### src/rtl/cpu_types_pkg.sv
// rtl/cpu_types_pkg.sv - shared word type, fetch FSM states and PC step helper
package cpu_types_pkg;

   typedef logic [31:0] word_t;

   typedef enum logic [1:0] {
      FETCH  = 2'd0,
      HELD   = 2'd1,
      HALTED = 2'd2
   } fetch_state_t;

   localparam word_t INSTR_BYTES = 32'd4;

   // Sequential PC step; wraps modulo 2^32 with no overflow indication.
   function automatic word_t next_pc(input word_t pc);
      return pc + INSTR_BYTES;
   endfunction

endpackage

### src/rtl/ifid_latch.sv
// rtl/ifid_latch.sv - IF/ID pipeline register with load, hold and bubble controls
module ifid_latch
   import cpu_types_pkg::*;
(
   input  logic        CLK,
   input  logic        nRST,
   input  logic        load,
   input  logic        bubble,
   input  logic [31:0] instr_in,
   input  logic [31:0] npc_in,
   output logic [31:0] instr,
   output logic [31:0] npc,
   output logic        valid
);

   word_t instr_q;
   word_t npc_q;
   logic  valid_q;

   // A bubble only clears valid; the data fields keep their last contents.
   always_ff @(posedge CLK or negedge nRST) begin
      if (!nRST) begin
         instr_q <= '0;
         npc_q   <= '0;
         valid_q <= 1'b0;
      end else if (bubble) begin
         valid_q <= 1'b0;
      end else if (load) begin
         instr_q <= instr_in;
         npc_q   <= npc_in;
         valid_q <= 1'b1;
      end
   end

   assign instr = instr_q;
   assign npc   = npc_q;
   assign valid = valid_q;

endmodule

### src/rtl/fetch_unit.sv
// rtl/fetch_unit.sv - instruction fetch stage: PC, one-entry stash, FSM, delivery counter
module fetch_unit
   import cpu_types_pkg::*;
#(
   parameter logic [31:0] PC_INIT = 32'h00000000
) (
   input  logic        CLK,
   input  logic        nRST,
   input  logic        ihit,
   input  logic [31:0] imemload,
   input  logic        stall,
   input  logic        dwait,
   input  logic        redirect_en,
   input  logic [31:0] redirect_pc,
   input  logic        halt,
   output logic        imemREN,
   output logic [31:0] imemaddr,
   output logic [31:0] ifid_instr,
   output logic [31:0] ifid_npc,
   output logic        ifid_valid,
   output logic        halted,
   output logic [31:0] fetch_count
);

   fetch_state_t state, next_state;
   word_t        pc, pc_next;
   word_t        stash, stash_next;
   word_t        count;
   word_t        ifid_data;
   logic         ifid_load;
   logic         ifid_bubble;
   logic         count_inc;
   logic         freeze;

   assign freeze = stall | dwait;

   always_ff @(posedge CLK or negedge nRST) begin
      if (!nRST) begin
         state <= FETCH;
         pc    <= PC_INIT;
         stash <= '0;
         count <= '0;
      end else begin
         state <= next_state;
         pc    <= pc_next;
         stash <= stash_next;
         if (count_inc)
            count <= count + 32'd1;
      end
   end

   // Priority per edge: halt, then redirect (blocked by dwait), then freeze, then ihit.
   always_comb begin
      next_state  = state;
      pc_next     = pc;
      stash_next  = stash;
      ifid_data   = imemload;
      ifid_load   = 1'b0;
      ifid_bubble = 1'b0;
      count_inc   = 1'b0;
      case (state)
         HALTED: begin
         end
         default: begin
            if (halt) begin
               next_state  = HALTED;
               ifid_bubble = 1'b1;
            end else if (redirect_en && !dwait) begin
               pc_next     = redirect_pc;
               stash_next  = '0;
               ifid_bubble = 1'b1;
               next_state  = FETCH;
            end else if (freeze) begin
               if (state == FETCH && ihit) begin
                  stash_next = imemload;
                  next_state = HELD;
               end
            end else if (state == HELD) begin
               ifid_data  = stash;
               ifid_load  = 1'b1;
               pc_next    = next_pc(pc);
               count_inc  = 1'b1;
               next_state = FETCH;
            end else if (ihit) begin
               ifid_load = 1'b1;
               pc_next   = next_pc(pc);
               count_inc = 1'b1;
            end else begin
               ifid_bubble = 1'b1;
            end
         end
      endcase
   end

   ifid_latch u_ifid (
      .CLK      (CLK),
      .nRST     (nRST),
      .load     (ifid_load),
      .bubble   (ifid_bubble),
      .instr_in (ifid_data),
      .npc_in   (next_pc(pc)),
      .instr    (ifid_instr),
      .npc      (ifid_npc),
      .valid    (ifid_valid)
   );

   assign imemREN     = (state == FETCH);
   assign halted      = (state == HALTED);
   assign imemaddr    = pc;
   assign fetch_count = count;

endmodule

### config.mk
export PLATFORM = sky130hd
export DESIGN_NAME = fetch_unit
export DESIGN_NICKNAME = d
export VERILOG_FILES = /design/src/rtl/cpu_types_pkg.sv /design/src/rtl/ifid_latch.sv /design/src/rtl/fetch_unit.sv
export SDC_FILE = /design/constraint.sdc
export NUM_CORES = 1
export LEC_CHECK = 0
export BUFFER_PORTS_ARGS = -buffer_cell sky130_fd_sc_hd__buf_2
export CAP_MARGIN = 20
export CELL_PAD_IN_SITES_DETAIL_PLACEMENT = 1
export CELL_PAD_IN_SITES_GLOBAL_PLACEMENT = 1
export CORE_UTILIZATION = 40
export CTS_CLUSTER_SIZE = 25
export DETAILED_ROUTE_END_ITERATION = 7
export GPL_ROUTABILITY_DRIVEN = 0
export HOLD_SLACK_MARGIN = 0.12
export PLACE_DENSITY = 0.82
export SLEW_MARGIN = 20
export SYNTH_ARGS = -nofsm -noshare
export SYNTH_HDL_FRONTEND = slang
export SYNTH_SLANG_ARGS = --single-unit
export TNS_END_PERCENT = 50
### constraint.sdc
create_clock -name CLK -period 2.5 [get_ports CLK]
set_clock_uncertainty 0.2 [all_clocks]
set_input_delay 0.125 -clock CLK [delete_from_list [all_inputs] [get_ports CLK]]
set_output_delay 0.125 -clock CLK [all_outputs]
set_load 0.1 [all_outputs]
Yosys cells after proc, flatten, opt, wreduce, memory -nomap -nowiden:

Cells that the tools add are included.

* add/subtract/negate cells: 2
* multipliers: 0
* div/mod/pow operators: 0
* $lt $le $gt $ge: 0
* equality and inequality tests: 4
* shift-type cells: 0
* muxes and demuxes: 31
* bitwise operators: 4
* reduce and logical (&&, ||, !) cells: 13

Operator list (count)
* $mux W32: 12
* $add A32 B1 Y32 const B: 1
* $add A32 B3 Y32 const B: 1
* $mux W1: 14
* $mux W2: 5
* $reduce_and A4 Y1: 2
* $reduce_bool A2 Y1: 3
* $ne A4 B2 Y1 const B: 1
* $reduce_bool A4 Y1: 1
* $not A1 Y1: 3
* $reduce_and A3 Y1: 1
* $reduce_bool A3 Y1: 1
* $eq A2 B1 Y1 const B: 1
* $eq A2 B2 Y1 const B: 1
* $logic_and A1 B1 Y1: 2
* $logic_not A2 Y1: 1
* $ne A2 B1 Y1 const B: 1
* $reduce_and A2 Y1: 1
* $logic_not A1 Y1: 1
* $or A1 B1 Y1: 1

* flip-flop bits (word level): 163
* latch bits: 0
* memory bits (writable): 0
* ROM bits: 0
* input port bits: 71
* output and inout port bits: 131
* logic and storage cells: 61
* memories: 0

Logic depth before layout (Yosys ltp):

* depth in word-level cells: 8
* gate-level depth with buffers: 7
* depth with buffers taken out: 6

Modules after synthesis:

From an unflattened synthesis, not the netlist that was laid out.

* cell total of the unflattened synthesis: 750
* area, all modules: 8272.9 um^2

By module, submodules not included
* fetch_unit: times used 1, cells an instance 611, area each 5539.1 um^2, seq. area each 2452.4 um^2
* ifid_latch: times used 1, cells an instance 139, area each 2733.9 um^2, seq. area each 1626.6 um^2

Least setup slack after synthesis:

Ideal clock, no wire load.

* path kind: flip-flop to flip-flop
* from: register pc[2], in the netlist imemaddr[2]
* to: register pc[26], in the netlist imemaddr[26]
* library setup time: 0.072 ns
* arrival: 2.682 ns
* required time: 2.228 ns
* setup slack: -0.454 ns
* cell stages (with the launch flop): 7
* path buffers: 0
* period minus slack after synthesis: 2.954 ns
* path through: dfrtp_1 ha_1 nand3_4 nor4_4 nand3_1 or4_1 nand3_1

* word-level cells in the longest chain between the ends: 5

Ends and longest elaborated chain
* from (decl): RTL line fetch_unit.sv:26 `word_t pc, pc_next;`
* from (signal assigned): RTL line fetch_unit.sv:45 `pc <= pc_next;`
* $add A32 B3 Y32 (*): RTL line cpu_types_pkg.sv:16 `return pc + INSTR_BYTES;`
* $mux W32: RTL line fetch_unit.sv:84 `end else if (ihit) begin`
* $mux W32 (*): RTL line fetch_unit.sv:78 `end else if (state == HELD) begin`
* $mux W32 (*): RTL line fetch_unit.sv:73 `end else if (freeze) begin`
* $mux W32 (*): RTL line fetch_unit.sv:68 `end else if (redirect_en && !dwait) begin`

Mark *: on every way between the ends. The rest lies on a longest branch, timed or not. The select of a mux whose other input is x is not followed.
A chain may end at the register's enable or synchronous reset.

Worst setup path after layout:

* from: input port stall
* to: register state[0]

* word-level cells in the longest chain between the ends: 4
* elaborated cells between the ends (all ways): 7
* classes of those cells: 1 x eq/ne; 3 x mux; 1 x bitwise; 2 x reduce/logical

Ends and longest elaborated chain
* from (decl): RTL line fetch_unit.sv:11 `input logic stall,`
* $or A1 B1 Y1 (*): RTL line fetch_unit.sv:35 `assign freeze = stall | dwait;`
* $mux W2: RTL line fetch_unit.sv:73
* $mux W2: RTL line fetch_unit.sv:68
* $mux W2: RTL line fetch_unit.sv:65 `if (halt) begin`
* to (signal assigned): RTL line fetch_unit.sv:44 `state <= next_state;`
* to (decl): RTL line fetch_unit.sv:25 `fetch_state_t state, next_state;`

Mark *: on every way between the ends. The rest lies on a longest branch, timed or not.

==> results.md <==
* Outcome: complete, no violations
* Clock slew at reported path FFs at approximately 70 ps
* Crit. End Element: flop
* Final instance area at around 11000 um2
* DIE WIDTH at around 140 um
* Max-Cap Viols at 0
* Syn Inst Count at just over 800
* Initial Utilization at 0.414
* Initial antenna violation count at 1
* Cells along the critical path: dlygate4sd3_1, buf_2, nor2b_2, nor2_1, nor2_2, nand3b_1, dlygate4sd3_1, o21ai_0, dlygate4sd3_1
* Clk buf depth at 2
* CTS Sinks at around 160
* Dominant cells by area after synthesis: dfrtp_1, nand2_1, o21ai_0
* Core area at roughly 19000 um2
* Mean number of vias per cell at 5.27
* Endpoints failing hold at 0
* Grt ovf at 0
* Layout area overhead at 36.2%
* Worst-path cell with the longest stage delay: dlygate4sd3_1
* RSZ-0062 raised after global routing: true
* Fmax at about 400 MHz
* Finish-stage setup viols at 0
* Vias in the first global route at roughly 7800
* Unique masters post-synth at 59
* Area of the die at about 20000 um2
* Fillers at ~2200
* Mean Syn Cell Area at between 9 and 10 um2
* I/O Buffers at approximately 200
* CTS tree: yes
* First-pass GRT wire length at 40600 um
* Most used cell along the critical path: dlygate4sd3_1
* Post-synth EDFFs at 0
* Pwr Total at around 6.6 mW
* Hold_ws at slightly below 200 ps
* Placement Cell Area at ~9300 um2
* Final core occ at 0.563
* All-layer global routing usage at 0.258
* Crit path buf inv count at 4
* Die height at 142 um
* Ratio of cells with drive above 1 in the final layout at 0.295
* Vias at slightly above 7000
* Pwr Density at 612 nW/um2
* Net count after synthesis at 884
* FP Rows at 50
* # DRC at 0
* Yosys top cell area share at 0.519
* H-tree depth at 4
* Syn Std Cell Area at slightly below 8000 um2
* CP max stage delay at ~600 ps
* Crit-path max FO at 3
* DPL Wire Length at 16300 um
* Routed length per instance at 18.5 um
* Yosys reg bits at ~160
* VDD IR max at between 0.4 and 0.5 mV
* Final min period at 2480 ps
* Top cell family by delay on the critical path: buffers and inverters
* DRT iter0 DRCs at 324
* Root Buffer: clkbuf_16
* Largest net degree at the start of global routing at between 60 and 70
* Seq/Total Area, Yosys at 0.519
* Startpoint types: input port
* Req. time, crit path at 2640 ps
* Drt first pass iters at 4
* WP data arrival at roughly 2600 ps
* LEAKAGE at between 5 and 6 nW
* Synth warnings at 0
* Top Ports at 202
* Pins Over Slew Limit at 0
* Final worst setup slack at 24.4 ps
* Final net count at around 1200
* Crit Path Class: in2reg
* Fraction of registers with async set or reset after synthesis at 1.00
* Pre-CTS WS at 179 ps
* Worst-Margin Slew at between 600 and 700 ps
* Slew headroom at 0.537
* Cts bufs inserted at 17
* Clk_lat worst skew at between 400 and 500 ps
* ANT nets after route at 0
* Predominant post-synthesis flop cell: dfrtp_1
* Synth area leader: dfrtp_1
* Tcrit/Tclk final at 0.990
* Worst Hold Class: in2reg
* Post-Route WL at 25200 um
-- final timing paths --
path	endpoint	start	depth (start not counted)	slack, ps
worst max-delay path	state[0]$_DFFE_PN0P_	stall	9	20
worst min register to register	fetch_count[15]$_DFFE_PN0P_	fetch_count[15]$_DFFE_PN0P_	1	270
min in group asynchronous	fetch_count[30]$_DFFE_PN0P_	nRST	4	620
worst min-delay path	imemaddr[22]$_DFFE_PN0P_	redirect_en	4	200
worst max register to register	imemaddr[1]$_DFFE_PN0P_	state[1]$_DFFE_PN0P_	5	100
max in group asynchronous	state[1]$_DFFE_PN0P_	nRST	4	1080
-- repair_timing --
action                                  4_1_cts  5_1_grt
endpoints found under the setup margin        0        7
buffers inserted                              0        0
hold endpoints to repair                    263        0
hold buffers                                 76        0
gates resized for setup                       0        3
-- tightest hold or removal path, stage by stage --
cell	delay, ps
buf_2	190
o31ai_4	180
a21oi_1	180
o21ai_0	90
-- routing by layer --
layer  share of wire  GRT usage  vias up
li1                -          -     3358
met3           0.050     0.0572       36
met2            0.51      0.461      190
met4           0.021     0.0866        0
met5               0          0        -
met1            0.41      0.306     3580
-- state kept, by name, indices dropped and copies added, names as in the netlist --
register and count:
state 2, imemaddr 32, u_ifid.npc 32, u_ifid.valid 1, u_ifid.instr 32, fetch_count 32, stash 32
-- synthesized netlist by cell type (all sizes together) (3+ instances only) --
master,n
clkbuf,32
nor3,10
a211o,3
a2bb2oi,7
and3,17
nand4,12
xnor2,33
dfrtp,163
a22oi,4
and2,4
a221o,4
and4,8
a21oi,21
or2,3
mux2i,38
xor2,24
nand3,38
nor2,27
nor4,7
nand2b,3
or3,4
nand2,183
o21ai,106
or4,3
o22ai,7
buf,15
inv,10
-- cells by family after synthesis --
group / after synthesis / synth area share
buffers and inverters: 57 / 0.0361
adders and majority gates: 2 / 0.00318
DFF: 163 / 0.519
and+or+nand+nor: 324 / 0.204
xor gates and xnor gates: 57 / 0.0635
muxes: 40 / 0.0512
AOI/OAI and AO/OA: 168 / 0.123
-- placed cells by master, fill, tap and decap left out, drive strengths merged, types with 2 or more instances in the layout --
cell,Yosys,final
o22ai,7,7
and2,4,4
or2,3,3
a211o,3,3
nor2b,2,2
nand3,38,38
a22oi,4,4
clkbuf,32,22
and4,8,8
mux2i,38,38
nor3,10,10
a221o,4,4
o31ai,2,2
nand2b,3,3
clkinv,0,5
a31oi,2,2
o2111ai,2,2
dfrtp,163,163
o2bb2ai,2,2
or4,3,3
clkinvlp,0,2
and3,17,17
inv,10,12
o21ai,106,106
nor4,7,7
a21oi,21,21
xnor2,33,33
buf,15,228
ha,2,2
nand2,183,183
dlygate4sd3,0,75
or3,4,4
o31a,2,2
nor2,27,27
a2bb2oi,7,7
xor2,24,24
nand4,12,12
mux2,2,2
-- where the power goes --
group	total [mW]	internal, mW	switching [mW]	leakage, nW
Combinational	1.05	0.286	0.761	2.72
Clock	2.60	1.49	1.11	0.287
Sequential	2.90	2.77	0.130	2.13
-- area by class of cell --
cell class	count	area, um2	area share
multi-input combinational	591	3580	0.334
inverter	10	41.3	0.00385
clock inverter	10	96.3	0.00899
timing repair buffer	303	2050	0.192
clock buffer	22	484	0.0452
tap	260	325	0.0304
sequential	163	4130	0.386
antenna	1	2.50	0.000234
-- per-stage QoR --
| step | std cells | setup TNS (ps) |
|---|---|---|
| 4_1_cts | 1359 | 0 |
| 3_3_place_gp | 1251 | 0 |
| 6_report | 1360 | 0 |
| 5_1_grt | 1360 | -126 |
| 3_5_place_dp | 1251 | 0 |
| 2_1_floorplan | 811 | -291 |
Note: power is estimated with default switching activity, not from simulation.
